--- src/rtl/puck_engine_pkg.sv ---
// rtl/puck_engine_pkg.sv - shared field geometry, serve origin and FSM encoding for the puck engine
package puck_engine_pkg;

  // Playfield columns; paddle columns are X_MIN and X_MAX, the puck bounces one column inside them
  localparam logic [2:0] X_MIN       = 3'd0;
  localparam logic [2:0] X_MAX       = 3'd7;
  localparam logic [2:0] LEFT_HIT_X  = 3'd1;
  localparam logic [2:0] RIGHT_HIT_X = 3'd6;

  // Playfield rows (walls)
  localparam logic [2:0] Y_MIN = 3'd0;
  localparam logic [2:0] Y_MAX = 3'd7;

  // Serve origin
  localparam logic [2:0] SERVE_X = 3'd3;
  localparam logic [2:0] SERVE_Y = 3'd3;

  // Paddle position the paddle controller comes out of reset with
  localparam logic [7:0] PADDLE_RESET_MASK = 8'b0011_1000;

  typedef enum logic [1:0] {
    ST_SERVE = 2'd0,
    ST_PLAY  = 2'd1,
    ST_GOAL  = 2'd2,
    ST_OVER  = 2'd3
  } game_state_e;

  // One-hot row select driven to the matrix scan driver
  function automatic logic [7:0] row_onehot(input logic [2:0] y);
    return 8'b0000_0001 << y;
  endfunction

endpackage

--- src/rtl/puck_engine_game_tick_gen.sv ---
// rtl/puck_engine_game_tick_gen.sv - divides clk down to a one-cycle game tick
module game_tick_gen #(
  parameter int TICK_DIV = 25_000_000
) (
  input  logic clk,
  input  logic reset,
  input  logic en,
  output logic tick
);

  localparam int CW = (TICK_DIV > 1) ? $clog2(TICK_DIV) : 1;

  logic [CW-1:0] cnt_q;
  logic [CW-1:0] cnt_d;

  // Count 0..TICK_DIV-1 while enabled; tick fires on the last count and the counter wraps
  always_comb begin
    cnt_d = cnt_q;
    tick  = en && (cnt_q == CW'(TICK_DIV - 1));
    if (en) begin
      cnt_d = tick ? '0 : cnt_q + 1'b1;
    end
  end

  // Counter register, cleared by reset
  always_ff @(posedge clk) begin
    if (!reset) begin
      cnt_q <= '0;
    end else begin
      cnt_q <= cnt_d;
    end
  end

endmodule

--- src/rtl/puck_engine.sv ---
// rtl/puck_engine.sv - puck motion, wall/paddle collision and scoring for the 8x8 air-hockey game
module puck_engine
  import puck_engine_pkg::*;
#(
  parameter int TICK_DIV    = 25_000_000,
  parameter int SERVE_TICKS = 4,
  parameter int GOAL_TICKS  = 4,
  parameter int WIN_SCORE   = 9
) (
  input  logic       clk,
  input  logic       reset,
  input  logic [7:0] leftpos,
  input  logic [7:0] rightpos,
  output logic [2:0] puck_x,
  output logic [2:0] puck_y,
  output logic [7:0] puck_row,
  output logic [3:0] score_l,
  output logic [3:0] score_r,
  output logic       goal_l,
  output logic       goal_r,
  output logic       game_over,
  output logic       winner
);

  localparam logic [3:0] WIN = 4'(WIN_SCORE);

  game_state_e state_q, state_d;
  logic [2:0]  x_q, x_d, y_q, y_d;
  logic [7:0]  row_q, row_d;
  logic        dx_pos_q, dx_pos_d;      // 1: moving right
  logic        dy_pos_q, dy_pos_d;      // 1: moving toward row 7
  logic        serve_right_q, serve_right_d;
  logic [7:0]  hold_q, hold_d;          // ticks spent in SERVE / GOAL
  logic [3:0]  score_l_q, score_l_d, score_r_q, score_r_d;
  logic        goal_l_q, goal_l_d, goal_r_q, goal_r_d;
  logic        over_q, over_d, winner_q, winner_d;
  logic        tick;
  logic [2:0]  ny;

  game_tick_gen #(.TICK_DIV(TICK_DIV)) u_tick (
    .clk   (clk),
    .reset (reset),
    .en    (state_q != ST_OVER),
    .tick  (tick)
  );

  // Next-state: serve/goal hold timers, wall reflect, then paddle hit/miss on the reflected row
  always_comb begin
    state_d       = state_q;
    x_d           = x_q;
    y_d           = y_q;
    dx_pos_d      = dx_pos_q;
    dy_pos_d      = dy_pos_q;
    serve_right_d = serve_right_q;
    hold_d        = hold_q;
    score_l_d     = score_l_q;
    score_r_d     = score_r_q;
    goal_l_d      = 1'b0;
    goal_r_d      = 1'b0;
    over_d        = over_q;
    winner_d      = winner_q;

    if (y_q == Y_MAX && dy_pos_q) begin
      ny = y_q - 3'd1;
    end else if (y_q == Y_MIN && !dy_pos_q) begin
      ny = y_q + 3'd1;
    end else begin
      ny = dy_pos_q ? y_q + 3'd1 : y_q - 3'd1;
    end

    if (tick) begin
      case (state_q)
        ST_SERVE: begin
          if (hold_q == 8'(SERVE_TICKS - 1)) begin
            hold_d   = '0;
            state_d  = ST_PLAY;
            dx_pos_d = serve_right_q;
            dy_pos_d = 1'b1;
          end else begin
            hold_d = hold_q + 8'd1;
          end
        end
        ST_PLAY: begin
          if ((y_q == Y_MAX && dy_pos_q) || (y_q == Y_MIN && !dy_pos_q)) begin
            dy_pos_d = !dy_pos_q;
          end
          y_d = ny;
          if (x_q == LEFT_HIT_X && !dx_pos_q) begin
            if (leftpos[ny]) begin
              dx_pos_d = 1'b1;
            end else begin
              x_d           = X_MIN;
              score_r_d     = (score_r_q == WIN) ? score_r_q : score_r_q + 4'd1;
              goal_r_d      = 1'b1;
              serve_right_d = 1'b0;
              hold_d        = '0;
              state_d       = ST_GOAL;
            end
          end else if (x_q == RIGHT_HIT_X && dx_pos_q) begin
            if (rightpos[ny]) begin
              dx_pos_d = 1'b0;
            end else begin
              x_d           = X_MAX;
              score_l_d     = (score_l_q == WIN) ? score_l_q : score_l_q + 4'd1;
              goal_l_d      = 1'b1;
              serve_right_d = 1'b1;
              hold_d        = '0;
              state_d       = ST_GOAL;
            end
          end else begin
            x_d = dx_pos_q ? x_q + 3'd1 : x_q - 3'd1;
          end
        end
        ST_GOAL: begin
          if (hold_q == 8'(GOAL_TICKS - 1)) begin
            hold_d = '0;
            if (score_l_q == WIN || score_r_q == WIN) begin
              state_d  = ST_OVER;
              over_d   = 1'b1;
              winner_d = (score_r_q == WIN);
            end else begin
              state_d = ST_SERVE;
              x_d     = SERVE_X;
              y_d     = SERVE_Y;
            end
          end else begin
            hold_d = hold_q + 8'd1;
          end
        end
        default: ;
      endcase
    end

    row_d = row_onehot(y_d);
  end

  // Game FSM and all registered outputs
  always_ff @(posedge clk) begin
    if (!reset) begin
      state_q       <= ST_SERVE;
      x_q           <= SERVE_X;
      y_q           <= SERVE_Y;
      row_q         <= row_onehot(SERVE_Y);
      dx_pos_q      <= 1'b1;
      dy_pos_q      <= 1'b1;
      serve_right_q <= 1'b1;
      hold_q        <= '0;
      score_l_q     <= '0;
      score_r_q     <= '0;
      goal_l_q      <= 1'b0;
      goal_r_q      <= 1'b0;
      over_q        <= 1'b0;
      winner_q      <= 1'b0;
    end else begin
      state_q       <= state_d;
      x_q           <= x_d;
      y_q           <= y_d;
      row_q         <= row_d;
      dx_pos_q      <= dx_pos_d;
      dy_pos_q      <= dy_pos_d;
      serve_right_q <= serve_right_d;
      hold_q        <= hold_d;
      score_l_q     <= score_l_d;
      score_r_q     <= score_r_d;
      goal_l_q      <= goal_l_d;
      goal_r_q      <= goal_r_d;
      over_q        <= over_d;
      winner_q      <= winner_d;
    end
  end

  assign puck_x    = x_q;
  assign puck_y    = y_q;
  assign puck_row  = row_q;
  assign score_l   = score_l_q;
  assign score_r   = score_r_q;
  assign goal_l    = goal_l_q;
  assign goal_r    = goal_r_q;
  assign game_over = over_q;
  assign winner    = winner_q;

endmodule

--- config.mk ---
export PLATFORM = sky130hd
export DESIGN_NAME = puck_engine
export DESIGN_NICKNAME = d
export VERILOG_FILES = /design/src/rtl/puck_engine_pkg.sv /design/src/rtl/puck_engine_game_tick_gen.sv /design/src/rtl/puck_engine.sv
export SDC_FILE = /design/constraint.sdc
export NUM_CORES = 1
export LEC_CHECK = 0
export ABC_AREA = 1
export CELL_PAD_IN_SITES_DETAIL_PLACEMENT = 2
export CELL_PAD_IN_SITES_GLOBAL_PLACEMENT = 2
export CORE_AREA = 2 2 115 117
export CTS_CLUSTER_SIZE = 14
export DETAILED_ROUTE_END_ITERATION = 12
export DIE_AREA = 0 0 117 119
export PLACE_DENSITY = 0.79
export SETUP_SLACK_MARGIN = 0.5
export SYNTH_ARGS = -nofsm -noshare
export SYNTH_HDL_FRONTEND = slang
export SYNTH_SLANG_ARGS = --single-unit
--- constraint.sdc ---
create_clock -name clk -period 2.1 [get_ports clk]
set_input_delay 0.315 -clock clk [delete_from_list [all_inputs] [get_ports clk]]
set_output_delay 0.315 -clock clk [all_outputs]
set_load 0.02 [all_outputs]
==> impl_metrics.toml, run 1 <==
[timing]
tns_ps = -1110
setup_slack_ps = -130
worst_slew_pin_slew_ps = 499
slew_violations = 0
slew_headroom = 0.665
rsz0062_at_grt = "true"
finalSetupViolCount = 20
fin_skew_ps = 18.7
fmaxAchievable_mhz = 448
post-route-period-util = 1.06
period_minus_slack_ps = 2230
hold_viol_final = 0

[final_layout]
final_util = 0.503
multi_input_area_sq_mm = 0.00302
layout-drive-gt1-share = 0.438
seq_area_sq_mm = 0.00132
fillers = 1406
finalNonFillerCells = 890
area_growth_pct = 68.8
layout.nets = 745
diodes = 0

[worst_setup_path]
criticalPathCategory = "reg2reg"
critPathMaxFanout = 6
crit_required_ps = 2380
cp_data_arrival_time_ps = 2510
crit_path_end_kind = "flip-flop"
start_kind = "flip-flop"

[grt]
grtUsageTotal = 0.288
antenna_found_initial = 0
grt_first_pass_wirelength_mm = 30.1
grt-ovfl-total = 0
grt_pass1_vias = 5299
grt_max_degree = 29

[drt]
wl_mm = 23.6
drc = 0
num_vias = 4796
routedWlPerCell_um = 26.6
ant_nets = 0
drt_iter0_markers = 343
first_pass_iters = 5
viasPerCell = 5.39

[cts]
cts_made_buffers = 9
hold_buffers = 0
htree_levels = 3
cts_root_buf = "clkbuf_16"
clock_sinks = 64
path_clk_slew_ps = 60
clockBufferDepth = 2
clk_latency_ps = 370
cts_tree = "built"

[place]
io_buffers = 43
dpl.hpwl_mm = 10.3
routabilityCongestion = 0.822
placed_cells = 809

[synth]
synthMuxAreaShare = 0.0104
syn_nets = 607
synth_flop_cell = "dfxtp_1"
synthAdderAreaFrac = 0.0588
synth-async-reset-ratio = 0
synth_edf_count = 0
yosys_warnings = 0
synth.avg_cell_area_sq_um = 6.71
yosys.area_share.simple = 0.366
synthTopCellsByArea = "dfxtp_1 33%, nand2_1 11%, inv_1 8.0%"
synthesis.area_sq_mm = 0.00383
yosysSeqAreaShare = 0.334
synth_top_family_by_area = "simple AND/OR/NAND/NOR gates"
synth_cells = 571
synth_xor_area_frac = 0.0206
ys_ff_latch = 64
synth.distinct_cells = 38
synth_top_area_frac = 0.334
synth_compound_area_frac = 0.105
synth_area_leader_cell = "dfxtp_1"

[floorplanning]
fp.coreArea_sq_mm = 0.0129
rows = 42
die_h_um = 119
initial_core_util = 0.298
dieArea_sq_mm = 0.0139
ios = 44
die_width_um = 117

[worst_hold_path]
hold_class = "reg2reg"

[power_and_ir_drop]
p_leak_nw = 2.92
p_per_area_mw_per_mm2 = 464
p_total_mw = 3.00
vdd_drop_max_mv = 0.614

[job]
maxCapViolations = 0

[outcome]
status = "complete, but fails checks"
violations = "setup timing"
[final timing paths]
path	cells past startpoint	to	slack, ps	start
hold / removal	1	game_over$_SDFFE_PN0P_	510	game_over$_SDFFE_PN0P_
setup reg to reg	14	u_tick.cnt_q[22]$_SDFFE_PN0P_	-130	state_q[1]$_SDFFE_PN0P_
setup / recovery	14	u_tick.cnt_q[22]$_SDFFE_PN0P_	-130	state_q[1]$_SDFFE_PN0P_
hold reg to reg	1	game_over$_SDFFE_PN0P_	510	game_over$_SDFFE_PN0P_
[critical path, stage by stage (launching register included)]
cell and delay, ps:
dfxtp_2 350, ha_4 190, inv_6 90, nand3_4 100, buf_6 130, buf_6 120, nor2_4 130, nand2_4 90
inv_4 90, nand4_1 150, inv_2 110, nand2_2 80, nor3_4 210, a21oi_1 130, nor2_1 180
[timing repair]
| item | 4_1_cts | 5_1_grt |
|---|---|---|
| endpoints found under the setup margin | 75 | 72 |
| endpoints found under the hold margin | 0 | 0 |
| buffers inserted | 41 | 22 |
| resized for setup | 150 | 140 |
| pin swaps | 48 | 44 |
| gates cloned | 2 | 0 |
[cell families (layout without fill, tap and decap cells)]
kind of cell | Yosys count | after routing
fa+ha+maj | 18 | 18
compound gates | 73 | 73
buf+inv | 98 | 240
mux | 4 | 4
flops | 64 | 64
simple gates | 305 | 306
xor+xnor | 9 | 9
[state kept, by name (all words and copies together) (netlist names)]
register	flops
serve_right_q	1
score_l	4
state_q	2
dy_pos_q	1
puck_row	8
u_tick.cnt_q	25
puck_y	3
game_over	1
goal_r	1
puck_x	3
score_r	4
goal_l	1
dx_pos_q	1
hold_q	8
winner	1
[cell usage in the layout (no fill, tap or decap), types with 6 or more instances in the layout]
cell and n:
ha_1 9, dfxtp_4 6, nand3_4 9, dfxtp_1 47, dlymetal6s2s_1 8, dlygate4sd2_1 15
nor3_4 6, nand3_2 15, o21ai_0 8, o21ai_2 10, nand3_1 22, nor2_2 19
nor3_1 10, nand2_1 81, ha_4 6, dfxtp_2 11, clkdlybuf4s50_1 19, nor2_1 54
xor2_1 6, buf_4 63, nand2_4 20, inv_2 17, a21oi_1 19, nand2_2 21
nand4_1 16, a21oi_2 12, buf_6 28, nor2_4 20, inv_1 61, clkbuf_16 9
[synth_stat cells, drive strengths merged, types with 3 or more instances]
master    n
nand2   124
inv      87
a21oi    32
dfxtp    64
buf       8
nor3     19
ha       18
mux2i     4
o21a      4
o21ai    25
clkbuf    3
nand3    45
or2       3
o211ai    3
nand4    16
a211oi    3
nor2     93
xor2      8
[final cells by class]
cell class,instances,area share
clock inverter,7,0.00967
multi-input combinational,410,0.467
tap,176,0.0340
timing repair buffer,137,0.196
clock buffer,9,0.0348
inverter,87,0.0557
sequential,64,0.204
[through the flow]
step	hold WS [ps]	area [sq um]	setup WS (ps)
after floorplan	429	3950	280
after global placement	448	4740	40.7
after detailed placement	466	4740	-28.5
after CTS	483	5860	116
after global routing	530	6470	-232
final	510	6470	-130
[report_power, final]
part	leakage, nW	switching, mW	internal, mW
clock network	0.136	0.692	0.908
logic	2.26	0.0997	0.0858
registers	0.524	0.00554	1.21
[metal layers]
| layer | up-vias | share of wire | global-route usage |
|---|---|---|---|
| li1 | 2118 | - | - |
| met1 | 2426 | 0.42 | 0.349 |
| met2 | 179 | 0.50 | 0.496 |
| met3 | 73 | 0.042 | 0.0468 |
| met4 | 0 | 0.043 | 0.126 |
| met5 | - | 0 | 0 |
Note: power is estimated with default switching activity, not from simulation.
==> run 2: changes to the inputs <==
HOLD_SLACK_MARGIN = 0.05   (was unset)
==> results of run 2 <==
No change in the layout: final DEF, timing and power equal those of run 1.
